File: config.mk
export PLATFORM = sky130hd
export DESIGN_NAME = accel_xyz_sampler
export DESIGN_NICKNAME = d
export VERILOG_FILES = /design/src/rtl/accel_xyz_sampler.sv
export SDC_FILE = /design/constraint.sdc
export NUM_CORES = 1
export LEC_CHECK = 0
export CORE_MARGIN = 4
export CORE_UTILIZATION = 40
export DETAILED_ROUTE_END_ITERATION = 7
export GPL_ROUTABILITY_DRIVEN = 0
export PLACE_DENSITY = 0.67
export SLEW_MARGIN = 20
export SYNTH_ARGS = -nofsm -noshare
export SYNTH_HDL_FRONTEND = slang
export SYNTH_SLANG_ARGS = --single-unit
File: constraint.sdc
create_clock -name ck -period 1.8 [get_ports ck]
set_input_delay 0.18 -clock ck [delete_from_list [all_inputs] [get_ports ck]]
set_output_delay 0.18 -clock ck [all_outputs]
set_load 0.1 [all_outputs]
File: src/rtl/accel_xyz_sampler.sv
// accel_xyz_sampler
// Periodically commands three single-register reads (X, Y, Z) from the SPI
// register reader and publishes the three bytes together as one coherent
// sample with a one-cycle valid strobe. Detects a stalled reader (timeout)
// and sample ticks that arrive while a triple is still running (overrun).
//
// Ports:
//   ck           system clock, all logic on the rising edge
//   rst          synchronous active-high reset
//   enable       sampling enable (gates the period counter)
//   rd_start     start request to the reader
//   rd_reg       register address to the reader
//   rd_data      byte returned by the reader
//   rd_ready     reader idle/done flag (high = idle, data valid)
//   x_out/y_out/z_out  last published sample
//   sample_valid one-cycle strobe, x/y/z_out carry a new sample this cycle
//   busy         high while a triple is in progress
//   timeout_err  one-cycle strobe on reader timeout
//   overrun      one-cycle strobe when a tick arrives while busy
module accel_xyz_sampler #(
  parameter int unsigned SAMPLE_PERIOD = 1000000,
  parameter int unsigned TIMEOUT       = 4096,
  parameter logic [7:0]  REG_X         = 8'h08,
  parameter logic [7:0]  REG_Y         = 8'h09,
  parameter logic [7:0]  REG_Z         = 8'h0A
) (
  input  logic       ck,
  input  logic       rst,
  input  logic       enable,
  output logic       rd_start,
  output logic [7:0] rd_reg,
  input  logic [7:0] rd_data,
  input  logic       rd_ready,
  output logic [7:0] x_out,
  output logic [7:0] y_out,
  output logic [7:0] z_out,
  output logic       sample_valid,
  output logic       busy,
  output logic       timeout_err,
  output logic       overrun
);

  localparam int unsigned PW = (SAMPLE_PERIOD > 2) ? $clog2(SAMPLE_PERIOD) : 1;
  localparam int unsigned TW = $clog2(TIMEOUT + 1);
  localparam logic [PW-1:0] PERIOD_LAST  = PW'(SAMPLE_PERIOD - 1);
  localparam logic [TW-1:0] TIMEOUT_LAST = TW'(TIMEOUT - 1);

  typedef enum logic [2:0] {
    IDLE      = 3'd0,
    REQ       = 3'd1,
    WAIT_ACK  = 3'd2,
    WAIT_DONE = 3'd3,
    STORE     = 3'd4,
    PUBLISH   = 3'd5
  } state_t;

  state_t          state_reg, state_next;
  logic [PW-1:0]   period_cnt_reg;
  logic [TW-1:0]   tcnt_reg;
  logic [1:0]      axis_reg;
  logic [7:0]      shadow_x_reg, shadow_y_reg;
  logic            tick;
  logic            timeout_hit;

  // Sample tick: last count of the period, only while enabled.
  assign tick = enable && (period_cnt_reg == PERIOD_LAST);

  always_ff @(posedge ck) begin
    if (rst || !enable || tick) period_cnt_reg <= '0;
    else                        period_cnt_reg <= period_cnt_reg + PW'(1);
  end

  // The wait-state budget runs out on the cycle the counter reaches its last
  // value while the awaited edge of rd_ready still has not appeared. A
  // reader response in that same cycle wins over the abort.
  always_comb begin
    timeout_hit = 1'b0;
    if (tcnt_reg == TIMEOUT_LAST) begin
      if (state_reg == WAIT_ACK  &&  rd_ready) timeout_hit = 1'b1;
      if (state_reg == WAIT_DONE && !rd_ready) timeout_hit = 1'b1;
    end
  end

  // State register
  always_ff @(posedge ck) begin
    if (rst) state_reg <= IDLE;
    else     state_reg <= state_next;
  end

  // Next-state logic
  always_comb begin
    state_next = state_reg;
    case (state_reg)
      IDLE:      if (tick) state_next = REQ;
      REQ:       state_next = WAIT_ACK;
      WAIT_ACK:  if (!rd_ready)       state_next = WAIT_DONE;
                 else if (timeout_hit) state_next = IDLE;
      WAIT_DONE: if (rd_ready)        state_next = STORE;
                 else if (timeout_hit) state_next = IDLE;
      STORE:     state_next = (axis_reg == 2'd2) ? PUBLISH : REQ;
      PUBLISH:   state_next = IDLE;
      default:   state_next = IDLE;
    endcase
  end

  // Output logic
  always_comb begin
    busy         = (state_reg != IDLE);
    rd_start     = (state_reg == REQ) || (state_reg == WAIT_ACK && !timeout_hit);
    sample_valid = (state_reg == PUBLISH);
    timeout_err  = timeout_hit;
    overrun      = tick && busy;
    case (axis_reg)
      2'd0:    rd_reg = REG_X;
      2'd1:    rd_reg = REG_Y;
      default: rd_reg = REG_Z;
    endcase
  end

  // Datapath: wait counter, axis index, shadows and published outputs.
  always_ff @(posedge ck) begin
    if (rst) begin
      tcnt_reg     <= '0;
      axis_reg     <= 2'd0;
      shadow_x_reg <= 8'h00;
      shadow_y_reg <= 8'h00;
      x_out        <= 8'h00;
      y_out        <= 8'h00;
      z_out        <= 8'h00;
    end else begin
      // Any state change restarts the count, so each wait state starts at 0.
      if (state_next != state_reg)
        tcnt_reg <= '0;
      else if (state_reg == WAIT_ACK || state_reg == WAIT_DONE)
        tcnt_reg <= tcnt_reg + TW'(1);

      case (state_reg)
        IDLE: if (tick) axis_reg <= 2'd0;
        STORE: begin
          if (axis_reg == 2'd0) shadow_x_reg <= rd_data;
          if (axis_reg == 2'd1) shadow_y_reg <= rd_data;
          if (axis_reg != 2'd2) begin
            axis_reg <= axis_reg + 2'd1;
          end else begin
            // Z goes straight to its output so that all three outputs
            // change together on the edge into PUBLISH, i.e. they already
            // hold the new triple while sample_valid is high.
            x_out <= shadow_x_reg;
            y_out <= shadow_y_reg;
            z_out <= rd_data;
          end
        end
        WAIT_ACK, WAIT_DONE: begin
          if (timeout_hit) begin
            shadow_x_reg <= 8'h00;
            shadow_y_reg <= 8'h00;
            axis_reg     <= 2'd0;
          end
        end
        default: ;
      endcase
    end
  end

endmodule

==> flow_summary_export.csv, run 1 <==
group,metric,value,unit
power,p_leak,1.683,nW
clock_network,cts-hold-fix-buffers,0,
drt,top_layer_used,"met4",
global_route,grt_max_degree,56,
floorplan,dieArea,10420,µm²
setup_path,crit_fanout,3,
finish,drive_gt1_frac,0.2602,
floorplan,fp-row-count,34,
timing,grt_setup_unrepaired,"yes",
yosys,synth_area_per_cell,8.609,µm²
global_route,grt_pass1_vias,2936,
drt,drtPass1Iterations,4,
finish,fin_nets,505,
yosys,synthCells,411,
drt,met1_length,3740,µm
timing,finalMaxSlewViolations,0,
timing,hold_viol,0,
run_status,violations,"setup timing",
setup_path,crit_chain,"or4b_4 -> nor4_4 -> buf_4 -> and4_4 -> buf_12",
setup_path,crit_buf_inv,2,
finish,area_growth,32.74,%
worst_hold_path,hp-class,"in2reg",
drt,initialDrtViolationCount,112,
power,pwr_density_cell,668.0,nW/µm²
clock_network,clk_latency,360,ps
placed_design,dp.cells,582,
timing,worstMarginPinSlew,552.6,ps
finish,final_cells,600,
placed_design,hpwl,5493,µm
clock_network,cts-root-buf,"clkbuf_8",
finish,utilization,0.5412,
floorplan,start_util,0.4077,
setup_path,critPathMaxStageDelay,540,ps
finish,num-fill-cells,799,
clock_network,clock_sinks,78,
timing,setup_ws,-349.0,ps
finish,ff_latch_area,1575,µm²
placed_design,dpl_cell_area,4384,µm²
floorplan,die_x,102.1,µm
power,ir_worst_vdd,0.3220,mV
drt,routed_wl,7906,µm
drt,vias,3015,
drt,detail_route.vias_per_cell,5.025,
yosys,syn_area,3538,µm²
placed_design,dp_slack,-74.66,ps
yosys,synth-warning-count,0,
clock_network,cts_max_level,3,
timing,final.period_utilization,1.194,
yosys,ys_seq_area_frac,0.4413,
global_route,grt_use_total,0.1605,
drt,ant_nets,0,
clock_network,numCtsBuffers,9,
setup_path,cpLargestDelayFamily,"simple AND/OR/NAND/NOR gates",
setup_path,cp.arrival,1970,ps
clock_network,clock_path_buffers,2,
placed_design,portBuffers,42,
finish,largest_reg_flops,20,
timing,min_period,2149,ps
drt,drc,0,
job,maxCapViolCount,0,
run_status,status,"finished with violations",
clock_network,cts_tree,"built",
yosys,ys_seq_elements,78,
drt,dr_wl_met3,344,µm
finish,final_area,4697,µm²
yosys,yosysUniqueCellTypes,44,
timing,maxSlewHeadroom,0.6316,
floorplan,core,8678,µm²
timing,finalClockSkew,19.10,ps
setup_path,critPathCaptureType,"primary output",
setup_path,slowest_stage,"or4b_4",
drt,wl_per_cell,13.18,µm
finish,num_antenna_cells,0,
timing,setup_viol,15,
global_route,antenna_found_initial,0,
global_route,overflow,0,
clock_network,clkTransAtPathRegs,90,ps
setup_path,start_kind,"register",
floorplan,io_pins,49,
setup_path,critPathRequiredTime,1620,ps
timing,max_freq,465.3,MHz
floorplan,die_h,102.1,µm
drt,met2WireLength,3708,µm
global_route,grt_pass1_wl,13540,µm
finish,multi_input_area,1926,µm²
setup_path,critPathKind,"reg2out",
metal layers:
| layer | global-route usage | up-vias |
|---|---|---|
| met5 | 0 | - |
| met4 | 0.06458 | 0 |
| met3 | 0.03003 | 12 |
| met2 | 0.2614 | 57 |
| met1 | 0.2101 | 1406 |
| li1 | - | 1540 |
per-stage QoR:
stage | hold slack (ps) | power, mW | setup TNS, ps
CTS | 82.17 | 3.164 | -2100
global route | 87.47 | 3.266 | -3865
global placement | 438.5 | 1.909 | -133.4
detailed placement | 442.7 | 1.910 | -1428
floorplan | 271.5 | 1.872 | -285.9
finish | 87.11 | 3.138 | -1921
cells by family (layout without fill, tap and decap cells):
kind of cell             count (synthesis)  in the layout  synth area share
adder cells (fa/ha/maj)                  6              6           0.02122
multiplexers                            17             17           0.04809
AND/OR/NAND/NOR                        200            200            0.2896
flip-flops                              78             78            0.4413
buffers and inverters                   35            112           0.04774
other                                    2              6          0.002122
XOR/XNOR                                32             32           0.07921
AO/OA/AOI/OAI                           41             41           0.07072
path summary, 6_finish.rpt:
path | start | to | slack [ps] | depth (start not counted)
setup reg to reg | period_cnt_reg[8]$_SDFF_PP0_ | tcnt_reg[5]$_SDFFE_PP0N_ | -120 | 7
hold reg to reg | shadow_y_reg[0]$_SDFFE_PP0P_ | y_out[0]$_SDFFE_PP0P_ | 450 | 2
setup / recovery | period_cnt_reg[12]$_SDFF_PP0_ | overrun | -350 | 5
hold / removal | rst | tcnt_reg[1]$_SDFFE_PP0N_ | 90 | 2
cells in the mapped netlist:
cell,instances,area share
nor2_1,47,0.050
nor4_1,18,0.032
nand4_2,1,0.0035
and2_1,9,0.016
dfxtp_1,78,0.44
xor2_1,12,0.030
o21ai_4,2,0.0092
a21oi_1,28,0.040
nand2b_1,3,0.0053
o32ai_1,1,0.0025
buf_6,1,0.0032
and4_1,2,0.0050
clkbuf_1,13,0.014
nand4b_1,1,0.0025
nand3_1,16,0.023
buf_2,6,0.0085
or4b_1,1,0.0028
a31oi_1,1,0.0018
o21ai_0,5,0.0071
and4_2,1,0.0028
nor4_4,2,0.012
xnor2_1,20,0.050
nand2_1,68,0.072
nor3_1,7,0.0099
nor4_2,1,0.0035
nor2b_1,3,0.0053
nand4_4,1,0.0060
a22oi_2,1,0.0035
or3_4,1,0.0032
a2111oi_0,1,0.0025
ha_1,6,0.021
and2_0,1,0.0018
o21bai_1,1,0.0021
or4_1,1,0.0021
nand4_1,8,0.014
nand3b_1,3,0.0064
or3_1,2,0.0035
or4b_4,1,0.0039
buf_4,6,0.013
conb_1,2,0.0021
mux2i_1,17,0.048
inv_1,9,0.0095
and3_1,2,0.0035
a41oi_1,1,0.0025
final cells by class:
class                      count  area share
multi-input combinational    302      0.4100
sequential                    78      0.3354
timing repair buffer          87      0.1787
tap                          108     0.02877
clock buffer                   9     0.02637
clock inverter                 7     0.01359
inverter                       9    0.007192
cell usage in the layout (no fill, tap or decap), types with 4 or more instances in the layout:
master / instances
xor2_1: 11
xnor2_1: 20
a21oi_1: 28
conb_1: 6
buf_12: 12
nand4_1: 8
nor3_1: 7
dfxtp_2: 8
mux2i_1: 17
clkbuf_8: 9
nor4_1: 16
dfxtp_1: 69
nor4_4: 4
nand3_1: 14
ha_1: 5
nor2_1: 45
inv_1: 8
and2_1: 9
buf_4: 61
nand2_1: 67
clkdlybuf4s50_1: 9
power by group:
part	switching (mW)	leakage, nW	internal (mW)
combinational	0.105	0.960	0.0421
sequential	0.00110	0.633	1.72
clock	0.734	0.0903	0.532
repair_timing:
action | 4_1_cts | 5_1_grt
pin swaps | 5 | 2
setup endpoints to repair | 16 | 41
endpoints found under the hold margin | 0 | 0
resized for setup | 17 | 17
buffers inserted | 2 | 0
Note: power is estimated with default switching activity, not from simulation.
==> inputs of run 2 (changes only) <==
--- a/config.mk
+++ b/config.mk
@@ -10,6 +10,7 @@
 export DETAILED_ROUTE_END_ITERATION = 7
 export GPL_ROUTABILITY_DRIVEN = 0
 export PLACE_DENSITY = 0.67
+export SETUP_SLACK_MARGIN = 0.1
 export SLEW_MARGIN = 20
 export SYNTH_ARGS = -nofsm -noshare
 export SYNTH_HDL_FRONTEND = slang
==> flow_summary_export.csv, run 2 (same netlist as run 1, synthesis figures left out) <==
group,metric,value,unit
floorplan,die_h,102.1,µm
drt,drtPass1Iterations,5,
power,comb_power_share,0.056,
global_route,antenna_found_initial,0,
floorplan,die_x,102.1,µm
clock_network,cts_tree,"built",
timing,setup_ws,-373.7,ps
floorplan,dieArea,10420,µm²
finish,area_growth,39.25,%
timing,finalMaxSlewViolations,0,
setup_path,critPathRequiredTime,1620,ps
finish,final_cells,603,
clock_network,cts-root-buf,"clkbuf_8",
finish,largest_reg_flops,20,
setup_path,critPathCaptureType,"primary output",
clock_network,cts-hold-fix-buffers,0,
global_route,grt_use_total,0.1593,
setup_path,critPathMaxStageDelay,550,ps
power,switching_share,0.2653,
placed_design,dp_slack,-75.02,ps
clock_network,clock_sinks,78,
finish,drive_gt1_frac,0.3131,
drt,routed_wl,8182,µm
placed_design,hpwl,5447,µm
floorplan,start_util,0.4077,
setup_path,crit_buf_inv,2,
drt,detail_route.vias_per_cell,4.919,
setup_path,cpLargestDelayFamily,"simple AND/OR/NAND/NOR gates",
power,pwr_density_cell,638.1,nW/µm²
timing,min_period,2174,ps
clock_network,clock_path_buffers,2,
power,intPower,2.310,mW
timing,setup_viol,35,
global_route,overflow,0,
setup_path,start_kind,"register",
timing,final.period_utilization,1.208,
global_route,grt_max_degree,41,
timing,worstMarginPinSlew,683.4,ps
timing,grt_setup_unrepaired,"yes",
placed_design,portBuffers,42,
run_status,status,"finished with violations",
power,p_leak,1.713,nW
setup_path,cp.arrival,1990,ps
finish,num-fill-cells,789,
floorplan,fp-row-count,34,
timing,max_freq,460.1,MHz
timing,maxSlewHeadroom,0.5444,
power,ir_worst_vdd,0.3380,mV
setup_path,critPathKind,"reg2out",
placed_design,dp.cells,578,
setup_path,crit_fanout,3,
drt,ant_nets,0,
power,clockPowerShare,0.396,
setup_path,crit_chain,"or4b_4 -> nor4_4 -> buf_4 -> and4_4 -> buf_12",
setup_path,slowest_stage,"or4b_4",
drt,initialDrtViolationCount,95,
clock_network,clk_latency,360,ps
finish,num_antenna_cells,0,
worst_hold_path,hp-class,"in2reg",
floorplan,io_pins,49,
job,maxCapViolCount,0,
run_status,violations,"setup timing",
global_route,grt_pass1_wl,13370,µm
finish,layout_commonest_cell,"nand2_1",
floorplan,core,8678,µm²
drt,vias,2966,
clock_network,cts_max_level,3,
power,power_frac_seq,0.548,
drt,drc,0,
finish,final_cell_mix,"67 x nand2_1, 65 x dfxtp_1, 60 x buf_4",
power,power.switching,0.8341,mW
global_route,grt_pass1_vias,2933,
clock_network,clkTransAtPathRegs,90,ps
clock_network,numCtsBuffers,9,
timing,hold_viol,0,
timing,finalClockSkew,20.11,ps
finish,fin_nets,508,
drt,wl_per_cell,13.57,µm
==> run 2: power by group through the flow <==
stage               clock network, mW  registers (mW)  logic [mW]
floorplan                           0            1.77       0.103
global placement                    0            1.77       0.142
detailed placement                  0            1.77       0.142
CTS                              1.29            1.72       0.152
global route                     1.36            1.72       0.186
finish                           1.24            1.72       0.177
==> run 2: final timing paths <==
kind / endpoint / startpoint / cells after the start / slack [ps]
worst min register to register: y_out[7]$_SDFFE_PP0P_ / shadow_y_reg[7]$_SDFFE_PP0P_ / 2 / 450
worst max register to register: tcnt_reg[6]$_SDFFE_PP0N_ / period_cnt_reg[8]$_SDFF_PP0_ / 7 / -90
worst min-delay path: state_reg[2]$_SDFF_PP0_ / rd_ready / 4 / 350
worst max-delay path: overrun / period_cnt_reg[12]$_SDFF_PP0_ / 5 / -370
==> run 2: metrics by stage <==
| stage | power [mW] | hold WS [ps] | area (µm²) | setup TNS [ps] | utilization |
|---|---|---|---|---|---|
| 4_1_cts | 3.161 | 298.3 | 4726 | -2895 | 0.5446 |
| 2_1_floorplan | 1.872 | 271.5 | 3586 | -285.9 | - |
| 3_5_place_dp | 1.910 | 447.2 | 4354 | -1149 | 0.5017 |
| 3_3_place_gp | 1.910 | 442.9 | 4354 | -122.5 | 0.5017 |
| 6_report | 3.144 | 353.8 | 4927 | -2146 | 0.5678 |
| 5_1_grt | 3.273 | 346.3 | 4927 | -5262 | 0.5678 |
==> run 2: timing repair <==
action,in CTS,in global routing
gates resized for setup,36,28
gates cloned,0,3
setup endpoints to repair,51,57
buffers inserted,5,2
pin swaps,15,7
==> run 2: tightest hold or removal path, cell delays in order <==
cell and delay [ps]:
dlymetal6s2s_1 160, buf_4 170, nand3_1 70, a21oi_1 70
==> run 2: layout make-up <==
class                   count  area [µm²]  area share
clock buffers               9       123.9     0.02514
inverters                   9       33.78    0.006856
flip-flops and latches     78        1583      0.3212
repair buffers             90       895.9      0.1818
multi-input cells         302        2093      0.4248
well taps                 108       135.1     0.02743
clock inverters             7       62.56     0.01270
==> run 2: layer usage <==
layer / global-route usage / part of all wire / up-vias
met5: 0 / 0 / -
met4: 0.06155 / 0.011 / 0
met3: 0.03345 / 0.041 / 9
met2: 0.2609 / 0.49 / 42
met1: 0.2061 / 0.46 / 1377
li1: - / - / 1538
==> inputs of run 3 (changes only) <==
--- a/config.mk
+++ b/config.mk
@@ -9,7 +9,8 @@
 export CORE_UTILIZATION = 40
 export DETAILED_ROUTE_END_ITERATION = 7
 export GPL_ROUTABILITY_DRIVEN = 0
-export PLACE_DENSITY = 0.67
+export GPL_TIMING_DRIVEN = 0
+export PLACE_DENSITY = 0.64
 export SETUP_SLACK_MARGIN = 0.1
 export SLEW_MARGIN = 20
 export SYNTH_ARGS = -nofsm -noshare
==> constraint.sdc (replaced) <==
create_clock -name ck -period 2.1 [get_ports ck]
set_input_delay 0.21 -clock ck [delete_from_list [all_inputs] [get_ports ck]]
set_output_delay 0.21 -clock ck [all_outputs]
set_load 0.1 [all_outputs]
==> flow_summary_export.csv, run 3 (same netlist as run 1, synthesis figures left out) <==
group,metric,value,unit
setup_path,critPathCaptureType,"primary output",
timing,min_period,2065,ps
drt,detail_route.vias_per_cell,5.081,
global_route,grt_pass1_wl,13290,µm
power,p_leak,1.706,nW
timing,grt_setup_unrepaired,"yes",
timing,finalMaxSlewViolations,0,
floorplan,start_util,0.4077,
setup_path,critPathKind,"reg2out",
job,maxCapViolCount,0,
finish,area_growth,34.09,%
global_route,grt_use_total,0.1593,
power,finalPower,3.181,mW
power,ir_worst_vdd,0.3828,mV
timing,hold_viol,0,
finish,num_antenna_cells,0,
timing,maxSlewHeadroom,0.3581,
run_status,status,"complete, no violations",
clock_network,clk_latency,350,ps
finish,utilization,0.5467,
clock_network,clock_path_buffers,2,
clock_network,cts-root-buf,"clkbuf_8",
timing,max_freq,484.3,MHz
drt,vias,3028,
global_route,overflow,0,
finish,drive_gt1_frac,0.2070,
timing,final.period_utilization,0.9833,
setup_path,critPathRequiredTime,1890,ps
power,pwr_density_cell,670.4,nW/µm²
clock_network,numCtsBuffers,9,
drt,ant_nets,0,
setup_path,start_kind,"register",
clock_network,clkTransAtPathRegs,80,ps
setup_path,cp.arrival,1860,ps
finish,layout_commonest_cell,"nand2_1",
placed_design,portBuffers,41,
floorplan,dieArea,10420,µm²
setup_path,critPathMaxStageDelay,550,ps
clock_network,cts-hold-fix-buffers,0,
drt,routed_wl,8316,µm
finish,final_cells,596,
placed_design,hpwl,5715,µm
global_route,grt_pass1_vias,2846,
finish,final_cell_mix,"67 x nand2_1, 64 x dfxtp_1, 46 x nor2_1",
global_route,grt_max_degree,14,
setup_path,slowest_stage,"or4b_4",
clock_network,cts_max_level,3,
floorplan,die_h,102.1,µm
drt,initialDrtViolationCount,120,
clock_network,cts_tree,"built",
worst_hold_path,hp-class,"in2reg",
setup_path,crit_fanout,2,
floorplan,core,8678,µm²
clock_network,clock_sinks,78,
timing,setup_viol,0,
timing,setup_tns,0,ps
finish,largest_reg_flops,20,
timing,worstMarginPinSlew,966.7,ps
floorplan,fp-row-count,34,
floorplan,die_x,102.1,µm
setup_path,crit_buf_inv,1,
drt,drc,0,
setup_path,crit_chain,"or4b_4 -> nor4_4 -> and4_4 -> buf_12",
global_route,antenna_found_initial,0,
drt,wl_per_cell,13.95,µm
finish,fin_nets,502,
timing,finalClockSkew,10.75,ps
drt,drtPass1Iterations,6,
floorplan,io_pins,49,
setup_path,cpLargestDelayFamily,"simple AND/OR/NAND/NOR gates",
placed_design,dp.cells,564,
run 3: power by group:
group	internal (mW)	switching [mW]	leakage (nW)
clock network	1.03	0.545	0.139
registers	1.48	0.00265	0.636
logic	0.0357	0.0948	0.931
total	2.54	0.642	1.71
run 3: final timing paths:
kind / startpoint / endpoint / slack [ps] / depth (start not counted)
setup reg to reg: period_cnt_reg[13]$_SDFF_PP0_ / tcnt_reg[6]$_SDFFE_PP0N_ / 100 / 8
hold reg to reg: x_out[0]$_SDFFE_PP0P_ / x_out[0]$_SDFFE_PP0P_ / 450 / 2
hold / removal: rd_ready / state_reg[2]$_SDFF_PP0_ / 240 / 3
setup / recovery: period_cnt_reg[13]$_SDFF_PP0_ / overrun / 30 / 4
run 3: final cells by class:
class	instances	area (µm²)
Buffer	26	146.4
Timing Repair Buffer	58	551.8
Clock inverter	6	158.9
Inverter	9	33.78
Fill cell	815	3934
Sequential cell	78	1584
Clock buffer	9	123.9
Multi-Input combinational cell	302	2011
Tap cell	108	135.1
run 3: per-stage QoR:
step                hold WS, ps  cell area [µm²]  worst slack, ps
floorplan                 301.5             3573            38.58
global placement          438.9             4119           -774.3
detailed placement        447.2             4119           -766.1
CTS                       232.9             4476           -75.33
global route              282.1             4745           -26.23
finish                    237.8             4745            35.00
run 3: what timing repair did:
item / CTS / global route
pin swaps: 8 / 16
gates cloned: 0 / 1
endpoints found under the setup margin: 41 / 36
gates resized for setup: 84 / 43
buffers inserted: 6 / 10
run 3: routing by layer:
| layer | share of wire | track usage | vias to the layer above |
|---|---|---|---|
| li1 | - | - | 1538 |
| met1 | 0.46 | 0.2043 | 1414 |
| met2 | 0.48 | 0.2654 | 64 |
| met3 | 0.040 | 0.03549 | 12 |
| met4 | 0.016 | 0.05348 | 0 |
| met5 | 0 | 0 | - |
run 3: tightest hold or removal path, cell delays in order:
cell and delay (ps):
clkbuf_1 150, nand3_1 120, a21oi_1 60
